`config.mk`:
```
export PLATFORM = sky130hd
export DESIGN_NAME = shift_seq_flat
export DESIGN_NICKNAME = d
export VERILOG_FILES = /design/src/rtl/shift_seq_if.sv /design/src/rtl/shift_seq.sv /design/src/flat_wrapper.sv
export SDC_FILE = /design/constraint.sdc
export NUM_CORES = 1
export LEC_CHECK = 0
export CAP_MARGIN = 20
export CELL_PAD_IN_SITES_DETAIL_PLACEMENT = 1
export CELL_PAD_IN_SITES_GLOBAL_PLACEMENT = 1
export CORE_MARGIN = 10
export CORE_UTILIZATION = 39
export CTS_CLUSTER_DIAMETER = 200
export DETAILED_ROUTE_END_ITERATION = 6
export HOLD_SLACK_MARGIN = 0.15
export PLACE_DENSITY_LB_ADDON = 0.1
export SETUP_SLACK_MARGIN = 0.15
export SYNTH_ARGS = -nofsm -noshare
export SYNTH_HDL_FRONTEND = slang
export SYNTH_SLANG_ARGS = --single-unit
export TNS_END_PERCENT = 50
```
`constraint.sdc`:
```
create_clock -name clk -period 2.05 [get_ports clk]
set_input_delay 0.205 -clock clk [delete_from_list [all_inputs] [get_ports clk]]
set_output_delay 0.205 -clock clk [all_outputs]
set_load 0.03 [all_outputs]
```
`src/rtl/shift_seq_if.sv`:
```
// Operand/result bundle between the instruction sequencer and shift_seq.
// The master issues the operation and the slave returns the status and result.
interface shift_seq_if #(parameter int CW = 4);
  logic          start;
  logic [7:0]    din;
  logic          cin;
  logic [2:0]    mode;
  logic [CW-1:0] count;
  logic          busy;
  logic          done;
  logic [7:0]    dout;
  logic          cout;
  logic          zero;

  modport master (
    output start, din, cin, mode, count,
    input  busy, done, dout, cout, zero
  );

  modport slave (
    input  start, din, cin, mode, count,
    output busy, done, dout, cout, zero
  );
endinterface

```
`src/rtl/shift_seq.sv`:
```
// Multi-step shift sequencer: iterates a one-bit shift unit once per clock,
// then presents the final value, carry and zero flag with a one-cycle done pulse.

module shift (
  input  logic [7:0] din,
  input  logic       cin,
  input  logic [2:0] mode,
  output logic [7:0] dout,
  output logic       cout
);
  always_comb begin
    dout = din;
    cout = 1'b0;
    case (mode)
      3'b000: begin dout = {din[6:0], 1'b0};   cout = din[7]; end
      3'b001: begin dout = {din[6:0], cin};    cout = din[7]; end
      3'b010: begin dout = {din[6:0], din[0]}; cout = din[7]; end
      3'b011: begin dout = {din[6:0], din[7]}; cout = din[7]; end
      3'b100: begin dout = {1'b0, din[7:1]};   cout = din[0]; end
      3'b101: begin dout = {cin, din[7:1]};    cout = din[0]; end
      3'b110: begin dout = {din[0], din[7:1]}; cout = din[0]; end
      default: begin dout = {din[7], din[7:1]}; cout = din[0]; end
    endcase
  end
endmodule

module shift_seq #(
  parameter int CW = 4
) (
  input logic        clk,
  input logic        rst_n,
  shift_seq_if.slave bus
);
  typedef enum logic [1:0] {IDLE, RUN, DONE} state_t;

  state_t        state, state_next;
  logic [7:0]    acc;
  logic          carry;
  logic [2:0]    mreg;
  logic [CW-1:0] rem;
  logic [7:0]    sh_out;
  logic          sh_cout;
  logic          load_out;
  logic [7:0]    out_acc;
  logic          out_carry;
  logic [7:0]    dout_r;
  logic          cout_r;
  logic          zero_r;

  shift u_shift (
    .din  (acc),
    .cin  (carry),
    .mode (mreg),
    .dout (sh_out),
    .cout (sh_cout)
  );

  always_ff @(posedge clk or negedge rst_n) begin
    if (!rst_n) state <= IDLE;
    else        state <= state_next;
  end

  // A zero count completes straight from IDLE with the operand itself as the result.
  always_comb begin
    state_next = state;
    load_out   = 1'b0;
    out_acc    = acc;
    out_carry  = carry;
    case (state)
      IDLE: begin
        if (bus.start) begin
          if (bus.count == '0) begin
            state_next = DONE;
            load_out   = 1'b1;
            out_acc    = bus.din;
            out_carry  = bus.cin;
          end else begin
            state_next = RUN;
          end
        end
      end
      RUN: begin
        if (rem <= CW'(1)) begin
          state_next = DONE;
          load_out   = 1'b1;
          out_acc    = sh_out;
          out_carry  = sh_cout;
        end
      end
      DONE:    state_next = IDLE;
      default: state_next = IDLE;
    endcase
  end

  always_ff @(posedge clk or negedge rst_n) begin
    if (!rst_n) begin
      acc   <= 8'h00;
      carry <= 1'b0;
      mreg  <= 3'b000;
      rem   <= '0;
    end else begin
      case (state)
        IDLE: begin
          if (bus.start) begin
            acc   <= bus.din;
            carry <= bus.cin;
            mreg  <= bus.mode;
            rem   <= bus.count;
          end
        end
        RUN: begin
          acc   <= sh_out;
          carry <= sh_cout;
          if (rem != '0) rem <= rem - CW'(1);
        end
        default: begin
        end
      endcase
    end
  end

  // Result registers only move on entry to DONE, so they hold through RUN.
  always_ff @(posedge clk or negedge rst_n) begin
    if (!rst_n) begin
      dout_r <= 8'h00;
      cout_r <= 1'b0;
      zero_r <= 1'b1;
    end else if (load_out) begin
      dout_r <= out_acc;
      cout_r <= out_carry;
      zero_r <= (out_acc == 8'h00);
    end
  end

  assign bus.busy = (state != IDLE);
  assign bus.done = (state == DONE);
  assign bus.dout = dout_r;
  assign bus.cout = cout_r;
  assign bus.zero = zero_r;
endmodule

```
`src/flat_wrapper.sv`:
```
// flat-port wrapper written by rule: the top's interface ports become plain ports
module shift_seq_flat 
#(
  parameter int CW = 4
)
  (clk, rst_n, bus_start, bus_din, bus_cin, bus_mode, bus_count, bus_busy, bus_done, bus_dout, bus_cout, bus_zero);
  shift_seq_if #(.CW(CW)) bus_i ();
  input logic clk;
  input logic rst_n;
  input wire logic [$bits(bus_i.start)-1:0] bus_start;
  input wire logic [$bits(bus_i.din)-1:0] bus_din;
  input wire logic [$bits(bus_i.cin)-1:0] bus_cin;
  input wire logic [$bits(bus_i.mode)-1:0] bus_mode;
  input wire logic [$bits(bus_i.count)-1:0] bus_count;
  output wire logic [$bits(bus_i.busy)-1:0] bus_busy;
  output wire logic [$bits(bus_i.done)-1:0] bus_done;
  output wire logic [$bits(bus_i.dout)-1:0] bus_dout;
  output wire logic [$bits(bus_i.cout)-1:0] bus_cout;
  output wire logic [$bits(bus_i.zero)-1:0] bus_zero;
  assign bus_i.start = bus_start;
  assign bus_i.din = bus_din;
  assign bus_i.cin = bus_cin;
  assign bus_i.mode = bus_mode;
  assign bus_i.count = bus_count;
  assign bus_busy = bus_i.busy;
  assign bus_done = bus_i.done;
  assign bus_dout = bus_i.dout;
  assign bus_cout = bus_i.cout;
  assign bus_zero = bus_i.zero;
  shift_seq #(.CW(CW)) u_core (.clk(clk), .rst_n(rst_n), .bus(bus_i));
endmodule
```
==> reports/results.txt <==
The endpoint kind of the worst setup timing path is a flop. Entering global routing, the biggest net connects 29 pins. Cells fill 56.2% of the core in the end. The run gives 0 as the total number of yosys warnings. The later-pin clock latency in the skew report is 0.28 ns, and the power density over the cells is 1810 nW/µm². The synthesized design contains 28 register bits. In this run the core area contains 24 standard-cell rows. Measured against its own limit, the worst slew margin works out to 65.0%. In this run the deepest clock path goes through 2 buffers. From bottom edge to top edge, the die measures 86.5 µm. On the final layout, the worst clock skew is 0.00415 ns.

The critical setup path kind was flop to flop. Routability-driven placement finished with a final weighted congestion of 0.832. The area growth from synthesis to layout is 41.0%.

The worst setup path is launched from a flop. The number of synthesized flops with an enable pin works out to 0. Data on the critical path arrives at its endpoint at 2.14 ns.

The run gives 0.11 ns as the worst reg-to-reg setup slack. In the post-synthesis netlist, the biggest area contributors are sky130_fd_sc_hd__dfrtp_1, sky130_fd_sc_hd__mux2_2, sky130_fd_sc_hd__nand2_1. The first global-routing pass estimated 9460 µm of wire. Cells with a size suffix above 1 make up 24.4% of the layout.

The die covers 7480 µm². The biggest area contributor in the post-synthesis netlist is sky130_fd_sc_hd__dfrtp_1. Summed over all failing endpoints, the final setup total negative slack is 0 ns. The count of TritonRoute iterations in the first routing pass is 4, and the die span in x is 86.5 µm. The synthesized netlist occupies a cell area of 1720 µm².

In this run the count of I/O pins placed on the die edge is 31. The leakage power summed over all cells was 1.06 nW; the global router's overall resource usage was 15.7%. The logs give 0 for the hold violation total from the final report and 2.25 ns for the data required time of the critical path.

The logs give 5870 µm for the total routed wirelength and 4.39 mW for the final total power. The run finished with clean final reports. The number of remaining DRC errors is 0. TritonCTS built the clock tree. Derived from the worst setup path, the maximum achievable clock frequency is 515 MHz.

VDD sags by at most 0.679 mV. The number of violations of the max-capacitance limit was 0; the count of different cell masters after synthesis was 46. The number of hold buffers added after CTS was 0. For this run, asynchronously set or reset flops after synthesis account for 100%.

The tools report the net count of the mapped netlist as 221. Detailed placement ended at an HPWL of 4440 µm. The tools report the post-placement setup slack as -0.220 ns. The run gives 0 as the sum of overflow across all layers after global routing. Among all flip-flop cells after synthesis, the most frequent one is sky130_fd_sc_hd__dfrtp_1.

The tree is rooted in a sky130_fd_sc_hd__clkbuf_8. The most frequent cell after synthesis was sky130_fd_sc_hd__dfrtp_1. The floorplan step defined a core boundary enclosing 4320 µm². After detailed routing, the average wire length per cell comes to 19.2 µm. The count of antenna diodes in the layout is 0. For this block, the initial DRC count from the detailed router was 64.

The count of mapped cells out of synthesis is 200, and the number of vias per cell after detailed routing is 5.66. The total count of max-transition violations in the final report is 0, and the total number of clock tree sinks is 28. For the pin with the worst max-slew slack, the measured transition is 0.518 ns.

The logs give 1 for the depth of the CTS H-tree and 0 for the initial antenna violation count. Once detail routing completed, the nets flagged for antenna violations numbered 0. The shortest clock period the worst path allows after layout works out to 1.94 ns.

The commonest cells after synthesis are sky130_fd_sc_hd__dfrtp_1, sky130_fd_sc_hd__nand2_1, sky130_fd_sc_hd__nor2_1, sky130_fd_sc_hd__a21oi_1, sky130_fd_sc_hd__o21ai_0. Input and output buffers added on the ports amount to 30. The number of buffers inserted during clock tree synthesis is 3, and the slack of the critical path is 0.110 ns. Clock-pin slew was measured on the worst setup and hold paths at 0.10 ns.

Setup violations remaining at the end of the flow were counted as 0. Class of the most critical hold timing path: input pin to async pin. The proportion of synthesized chip area in sequential cells was 40.7%; the average size of a mapped cell was 8.61 µm².

After filler insertion, the fill cell instance count of the layout stands at 497. The final critical-path share of the clock period came out at 94.6%. The post-route standard cell area excluding fillers is 2430 µm², and the final layout net count is 276. For the via count of the first global-routing pass, the log shows 1825. Along the worst path, the maximum fanout reaches 2. Setup repair after global routing could not meet its margin everywhere. The routed layout has 1733 vias. Once the floorplan was initialized, standard cells occupied 39.8% of the core. The instance area after placement was 2230 µm²; the share of the synthesized area in the top cell type was 39.2%.
[flip-flops by register name (all words and copies together), names as in the netlist]
| register | cells |
|---|---|
| u_core.acc | 8 |
| u_core.bus.cout | 1 |
| u_core.bus.dout | 8 |
| u_core.bus.zero | 1 |
| u_core.carry | 1 |
| u_core.mreg | 3 |
| u_core.rem | 4 |
| u_core.state | 2 |
[cells in the final DEF (no fill, tap or decap), drive strengths merged, types with 8 or more instances in the layout]
master	synthesis	routed
buf	1	29
clkdlybuf4s50	0	27
dfrtp	27	27
nand2	26	26
nor2	22	22
a21oi	15	15
o21ai	14	14
mux2	9	9
inv	8	8
[cell type report]
cell class / instances / area, µm² / area share, %
Clock buffer: 3 / 41.3 / 1.70
Clock inverter: 1 / 30.0 / 1.24
Inverter: 8 / 32.5 / 1.34
Multi-Input combinational cell: 154 / 1020 / 42.1
Sequential cell: 28 / 703 / 29.0
Tap cell: 52 / 65.1 / 2.68
Timing Repair Buffer: 60 / 534 / 22.0
[layer usage]
layer  track usage [%]  vias up  wire length, µm
li1                  -      831                -
met4              5.15        0               56
met2              26.2       30             2930
met3              2.91        8              235
met5                 0        -                0
met1              19.9      864             2640
[path summary, 6_finish.rpt]
path	depth (start not counted)	from	endpoint
worst min register to register	1	u_core.bus.dout[7]$_DFFE_PN0P_	u_core.bus.dout[7]$_DFFE_PN0P_
worst max-delay path	7	u_core.mreg[2]$_DFFE_PN0P_	u_core.bus.zero$_DFFE_PN1P_
worst min-delay path	2	rst_n	u_core.acc[2]$_DFFE_PN0P_
worst max register to register	7	u_core.mreg[2]$_DFFE_PN0P_	u_core.bus.zero$_DFFE_PN1P_
max in group asynchronous	2	rst_n	u_core.bus.zero$_DFFE_PN1P_
min in group clk	3	bus_count[1]	u_core.rem[1]$_DFFE_PN0P_
[cells by family after synthesis]
logic type,synth area share (%)
AOI/OAI and AO/OA,21.0
adders and majority gates,1.45
buffers and inverters,3.99
DFF,40.7
muxes,7.04
and+or+nand+nor,25.8
[worst max-delay path, cell delays in order (launching register included)]
cell                       delay, ns
sky130_fd_sc_hd__dfrtp_1        0.44
sky130_fd_sc_hd__mux2_4         0.34
sky130_fd_sc_hd__nor4bb_4       0.31
sky130_fd_sc_hd__buf_4          0.17
sky130_fd_sc_hd__a22oi_1        0.11
sky130_fd_sc_hd__nor3_2         0.15
sky130_fd_sc_hd__nand4_1        0.15
sky130_fd_sc_hd__o31ai_2        0.20
[what timing repair did]
item	4_1_cts	5_1_grt
buffers inserted	1	5
gates cloned	0	0
gates resized for setup	7	16
endpoints found under the setup margin	4	10
pin swaps	3	6
[metrics by stage]
| stage | std cells | hold slack (ns) |
|---|---|---|
| 4_1_cts | 301 | 0.319 |
| 6_report | 306 | 0.294 |
| 5_1_grt | 306 | 0.319 |
| 3_5_place_dp | 296 | 0.466 |
| 3_3_place_gp | 296 | 0.464 |
| 2_1_floorplan | 200 | -0.0906 |
[power breakdown]
group / total (mW) / switching, mW / internal, mW
clock: 0.445 / 0.184 / 0.262
combinational: 2.79 / 1.50 / 1.29
sequential: 1.16 / 0.318 / 0.838
total: 4.39 / 2.00 / 2.39
Power figures use the tool's default switching activity.
